File: src/rtl/llr_set_serializer.sv
// Parallel-to-serial LLR set streamer: one P*Q set in, P elements of Q bits out, sets counted per frame.
// Optional macro SERIALIZER_PREFETCH_EN adds a one-set holding register so consecutive sets stream with no gap.
`timescale 1ns/1ps

module llr_set_serializer #(
    parameter int unsigned Q    = 6,
    parameter int unsigned P    = 128,
    parameter int unsigned SETS = 8,
    parameter int unsigned SCW  = 5
) (
    input  logic             clk,
    input  logic             rst_n,
    input  logic [P*Q-1:0]   set_LLR,
    input  logic             set_valid,
    output logic             set_ready,
    output logic [Q-1:0]     out_LLR,
    output logic             out_valid,
    input  logic             out_ready,
    output logic             out_last_set,
    output logic             out_last_frame,
    output logic [SCW-1:0]   O_set_count
);

    localparam int unsigned W   = P * Q;
    localparam int unsigned ECW = $clog2(P);

    typedef enum logic {IDLE, SHIFT} state_t;

    state_t           state_q, state_d;
    logic [W-1:0]     sbuf_q, sbuf_d;
    logic [ECW-1:0]   cnt_q, cnt_d;
    logic [SCW-1:0]   set_cnt_q, set_cnt_d;
`ifdef SERIALIZER_PREFETCH_EN
    logic [W-1:0]     hold_q, hold_d;
    logic             hold_full_q, hold_full_d;
`endif

    logic accept;
    logic xfer;
    logic last_xfer;

    // Handshake decode, from registered state and the two input strobes
    always_comb begin
`ifdef SERIALIZER_PREFETCH_EN
        set_ready = !hold_full_q;
`else
        set_ready = (state_q == IDLE);
`endif
        out_valid      = (state_q == SHIFT);
        out_LLR        = sbuf_q[Q-1:0];
        out_last_set   = out_valid && (cnt_q == ECW'(P - 1));
        out_last_frame = out_last_set && (set_cnt_q == SCW'(SETS - 1));
        O_set_count    = set_cnt_q;
        accept         = set_valid && set_ready;
        xfer           = out_valid && out_ready;
        last_xfer      = xfer && (cnt_q == ECW'(P - 1));
    end

    // State register and datapath flops
    always_ff @(posedge clk or negedge rst_n) begin
        if (!rst_n) begin
            state_q     <= IDLE;
            sbuf_q      <= '0;
            cnt_q       <= '0;
            set_cnt_q   <= '0;
`ifdef SERIALIZER_PREFETCH_EN
            hold_q      <= '0;
            hold_full_q <= 1'b0;
`endif
        end else begin
            state_q     <= state_d;
            sbuf_q      <= sbuf_d;
            cnt_q       <= cnt_d;
            set_cnt_q   <= set_cnt_d;
`ifdef SERIALIZER_PREFETCH_EN
            hold_q      <= hold_d;
            hold_full_q <= hold_full_d;
`endif
        end
    end

    // Next-state: leave SHIFT only when the last element goes and nothing is queued behind it
    always_comb begin
        state_d = state_q;
        case (state_q)
            IDLE: begin
                if (accept) state_d = SHIFT;
            end
            SHIFT: begin
`ifdef SERIALIZER_PREFETCH_EN
                if (last_xfer && !hold_full_q && !accept) state_d = IDLE;
`else
                if (last_xfer) state_d = IDLE;
`endif
            end
            default: state_d = IDLE;
        endcase
    end

    // Datapath next values
    always_comb begin
        sbuf_d    = sbuf_q;
        cnt_d     = cnt_q;
        set_cnt_d = set_cnt_q;
`ifdef SERIALIZER_PREFETCH_EN
        hold_d      = hold_q;
        hold_full_d = hold_full_q;
`endif
        if (state_q == IDLE) begin
            if (accept) begin
                sbuf_d = set_LLR;
                cnt_d  = '0;
            end
        end else if (xfer) begin
            sbuf_d = {Q'(0), sbuf_q[W-1:Q]};
            cnt_d  = cnt_q + ECW'(1);
            if (last_xfer) begin
                cnt_d     = '0;
                set_cnt_d = (set_cnt_q == SCW'(SETS - 1)) ? '0 : set_cnt_q + SCW'(1);
`ifdef SERIALIZER_PREFETCH_EN
                if (hold_full_q) begin
                    sbuf_d      = hold_q;
                    hold_full_d = 1'b0;
                end else if (accept) begin
                    sbuf_d = set_LLR;
                end
`endif
            end
        end
`ifdef SERIALIZER_PREFETCH_EN
        // A set arriving mid-stream parks in the holding register
        if ((state_q == SHIFT) && accept && !last_xfer) begin
            hold_d      = set_LLR;
            hold_full_d = 1'b1;
        end
`endif
    end

endmodule

File: config.mk
export PLATFORM = sky130hd
export DESIGN_NAME = llr_set_serializer
export DESIGN_NICKNAME = d
export VERILOG_FILES = /design/src/rtl/llr_set_serializer.sv
export SDC_FILE = /design/constraint.sdc
export NUM_CORES = 2
export LEC_CHECK = 0
export BUFFER_PORTS_ARGS = -buffer_cell sky130_fd_sc_hd__buf_2
export CORE_AREA = 2 2 302 304
export DETAILED_ROUTE_END_ITERATION = 7
export DIE_AREA = 0 0 304 306
export PLACE_DENSITY_LB_ADDON = 0.08
export SLEW_MARGIN = 10
export SYNTH_ARGS = -nofsm -noshare
export SYNTH_HDL_FRONTEND = slang
export SYNTH_SLANG_ARGS = --single-unit
File: constraint.sdc
create_clock -name clk -period 1.8 [get_ports clk]
set_input_delay 0.18 -clock clk [delete_from_list [all_inputs] [get_ports clk]]
set_output_delay 0.18 -clock clk [all_outputs]
set_load 0.05 [all_outputs]
==> impl_metrics.csv <==
group,metric,value,unit
die,die_w,304,um
clock_network,htree_levels,3,
placed_design,place.port_buffers,786,
synthesis,muxShareOfSynthArea,0.2151,
die,fp.coreArea,89600,um^2
setup_path,ff2ff_path_depth,9,
finish,nets,5897,
routing,vias_per_cell,5.076,
synthesis,ys_types,34,
synthesis,syn-cell-area,35710,um^2
setup_path,start_kind,"flip-flop",
timing,max_freq,456.6,MHz
clock_network,clk_pin_slew_worst_paths,0.06,ns
placed_design,hpwl,80810,um
power,leakagePower,31.82,nW
timing,slew_headroom,0.6317,
timing,drv_slew,0,
min_path,hold_path_end,"cnt_q[1]",
timing,finalCritPeriodShare,1.217,
setup_path,reg2reg_to,"sbuf_q[739]",
status,status,"finished with violations",
die,die_y,306,um
synthesis,synth-seq-cells,781,
synthesis,synth_top_family_by_area,"multiplexers",
clock_network,clk_latency,0.65,ns
global_route,grt_usage,0.2493,
power,power.switching,14.34,mW
synthesis,synth-compound-area-share,0.1109,
min_path,hold_depth,3,
timing,hold_viol,0,
global_route,grt-ovfl-total,0,
synthesis,synthesis.nets,4184,
power,max-vdd-ir-drop,652.4,uV
setup_path,crit-reg2reg-launch,"out_valid",
setup_path,worst-endpoint-required,1.62,ns
synthesis,synth_warnings,0,
timing,rsz0062_at_grt,"yes",
status,violations,"negative setup slack",
global_route,antenna_found_initial,46,
setup_path,rrSetupSlack,-0.28,ns
power,seqPwrFrac,0.437,
min_path,hold_start,"set_valid",
power,internal-power,37.09,mW
routing,wl_per_cell,21.22,um
min_path,hold_path_class,"in2reg",
global_route,grt_pass1_wl,181400,um
die,rows,110,
timing,worst_pin_slew,0.5409,ns
synthesis,ys_seq_area_frac,0.5473,
setup_path,endpoint_kind,"output pin",
die,start_util,0.3985,
synthesis,yosys.area_share.simple,0.08592,
clock_network,cts-root-buf,"clkbuf_16",
routing,vias,32570,
timing,fin_skew,0.02822,ns
routing,drt_first_pass_iters,5,
timing,min_period,2.190,ns
job,cap_violations,0,
power,power,51.43,mW
finish,drive_gt1_frac,0.3037,
finish,post-route-util,0.6500,
power,p_comb_frac,0.192,
timing,setup_viol_count_final,758,
synthesis,syn_inst,3410,
routing,ant_nets,0,
synthesis,synth_xor_area_frac,0.0004906,
power,sw_frac_of_total,0.2788,
die,io_pins,787,
synthesis,avgSynthCellArea,10.47,um^2
finish,fill_cells,6905,
setup_path,critPathKind,"reg2out",
power,p_clk_frac,0.371,
routing,routed_wirelength,136100,um
routing,drtIter0Drc,2308,
synthesis,synthAdderAreaFrac,0.0007008,
clock_network,tritoncts,"built",
routing,drc_errors,0,
die,die_area,93020,um^2
clock_network,cts_buffers,91,
placed_design,gp_congestion,0.8405,
clock_network,clock_path_buffers,3,
clock_network,numClockSinks,781,
global_route,grt_max_degree,104,
finish,synthToLayoutAreaGrowth,63.12,%
global_route,first_global_vias,31599,
power,pwr_density_cell,883.1,nW/um^2
setup_path,cp.arrival,2.01,ns
timing,fin_ws,-0.3900,ns
finish,post-route-cell-area,58240,um^2
placed_design,placed_area,41470,um^2
placed_design,post-place-ws,0.04344,ns
setup_path,critPathMaxFanout,2,
## metal layers
metal,vias to the layer above,part of all wire,track usage
met1,15788,0.41,0.3111
met5,-,0.00074,0
met4,16,0.045,0.1141
li1,15330,-,-
met3,352,0.047,0.04023
met2,1084,0.50,0.4251
## state kept, by name (all words and copies together) (netlist names)
name,count
out_valid,1
O_set_count,5
sbuf_q,768
cnt_q,7
## logic make-up (layout without fill, tap and decap cells)
family | Yosys count | after routing
xor gates and xnor gates | 2 | 2
buffers and inverters | 270 | 2056
muxes | 767 | 767
and+or+nand+nor | 804 | 804
AOI/OAI and AO/OA | 784 | 784
other | 0 | 44
adders and majority gates | 2 | 2
DFF | 781 | 781
## timing repair
| action | CTS | global route |
|---|---|---|
| hold endpoints to repair | 1540 | 0 |
| gates resized for setup | 28 | 668 |
| cloned | 3 | 133 |
| pin swaps | 3 | 200 |
| hold buffers | 770 | 0 |
| setup buffers | 16 | 58 |
| setup endpoints to repair | 4 | 511 |
## synthesized netlist by cell type
| library cell | count | area (um^2) |
|---|---|---|
| a21oi_1 | 5 | 25.02 |
| a221o_1 | 1 | 10.01 |
| a31o_2 | 2 | 17.52 |
| a31oi_1 | 6 | 37.54 |
| and3_1 | 1 | 6.260 |
| and4_1 | 1 | 8.760 |
| buf_1 | 13 | 48.80 |
| buf_2 | 154 | 770.7 |
| buf_4 | 7 | 52.55 |
| buf_6 | 24 | 270.3 |
| clkbuf_1 | 67 | 251.5 |
| dfrtp_1 | 781 | 19540 |
| ha_1 | 2 | 25.02 |
| inv_1 | 5 | 18.77 |
| mux2_2 | 2 | 22.52 |
| mux2i_1 | 765 | 7657 |
| nand2_1 | 775 | 2909 |
| nand3_1 | 5 | 25.02 |
| nand4_1 | 2 | 12.51 |
| nor2_1 | 8 | 30.03 |
| nor2b_1 | 1 | 6.260 |
| nor3_1 | 4 | 20.02 |
| nor4_1 | 1 | 6.260 |
| o21a_1 | 1 | 7.510 |
| o21ai_0 | 454 | 2272 |
| o21ai_1 | 306 | 1531 |
| o21bai_1 | 1 | 7.510 |
| o22ai_1 | 7 | 43.79 |
| o31ai_1 | 1 | 7.510 |
| or3_1 | 4 | 25.02 |
| or4_1 | 1 | 7.510 |
| or4bb_1 | 1 | 11.26 |
| xnor2_1 | 1 | 8.760 |
| xor2_1 | 1 | 8.760 |
## critical path: stages, from the launching register on
cell     delay, ns
dfrtp_2       0.39
ha_4          0.13
or4bb_4       0.48
nor3_4        0.18
buf_6         0.19
## power groups by stage
| stage | Sequential [mW] | Combinational, mW | Clock (mW) |
|---|---|---|---|
| 2_1_floorplan | 21.9 | 4.05 | 0 |
| 3_3_place_gp | 22.4 | 6.46 | 0 |
| 3_5_place_dp | 22.5 | 6.61 | 0 |
| 4_1_cts | 22.2 | 8.06 | 19.4 |
| 5_1_grt | 22.8 | 10.9 | 20.1 |
| 6_report | 22.5 | 9.89 | 19.1 |
## layout by cell type, fill, tap and decap left out, types with 3 or more instances in the layout
cell,netlist,routed
nor2_1,8,7
o22ai_1,7,7
buf_2,154,781
clkinvlp_4,0,5
buf_4,7,69
buf_8,0,40
clkbuf_1,67,21
diode_2,0,44
a31oi_1,6,6
nand2_2,0,65
buf_6,24,24
clkinv_8,0,3
clkbuf_16,0,186
o21ai_0,454,316
o21ai_2,0,137
nand3_1,5,5
bufbuf_16,0,3
o21ai_1,306,306
nand2_1,775,617
buf_16,0,34
dlygate4sd3_1,0,770
dfrtp_2,0,3
inv_1,5,4
clkinv_2,0,11
a21oi_1,5,5
dfrtp_1,781,777
nor3_1,4,3
nand2_4,0,93
or3_1,4,4
mux2i_2,0,6
bufinv_16,0,6
buf_12,0,70
mux2i_1,765,758
clkbuf_8,0,27
## final cells by class
cell class	instances	area (um^2)	share of cell area
inverter	5	22.52	0.0003867
timing repair buffer	1885	17790	0.3055
multi-input combinational	2359	16210	0.2783
antenna	44	110.1	0.001890
clock buffer	140	2753	0.04726
clock inverter	26	331.6	0.005693
tap	1176	1471	0.02526
sequential	781	19550	0.3357
## per-stage QoR
step | TNS (ns) | hold WS (ns) | instances
6_report | -116.52 | 0.03439 | 6416
5_1_grt | -164.71 | 0.04672 | 6407
4_1_cts | -1.016 | 0.01417 | 6181
3_5_place_dp | 0 | 0.07916 | 5227
3_3_place_gp | 0 | 0.07503 | 5227
2_1_floorplan | -0.05952 | -0.1156 | 3410
## worst max-delay path by stage
| stage | from | to | slack [ns] | cells past startpoint |
|---|---|---|---|---|
| after CTS | O_set_count[0] | out_last_frame | -0.46 | 4 |
| after floorplan | O_set_count[1] | out_last_frame | -0.06 | 3 |
| after detailed placement | O_set_count[1] | out_last_frame | 0.04 | 4 |
| after global placement | O_set_count[1] | out_last_frame | 0.05 | 4 |
| final | O_set_count[0] | out_last_frame | -0.39 | 4 |
| after global routing | O_set_count[0] | out_last_frame | -0.45 | 4 |
Note: power is estimated with default switching activity, not from simulation.
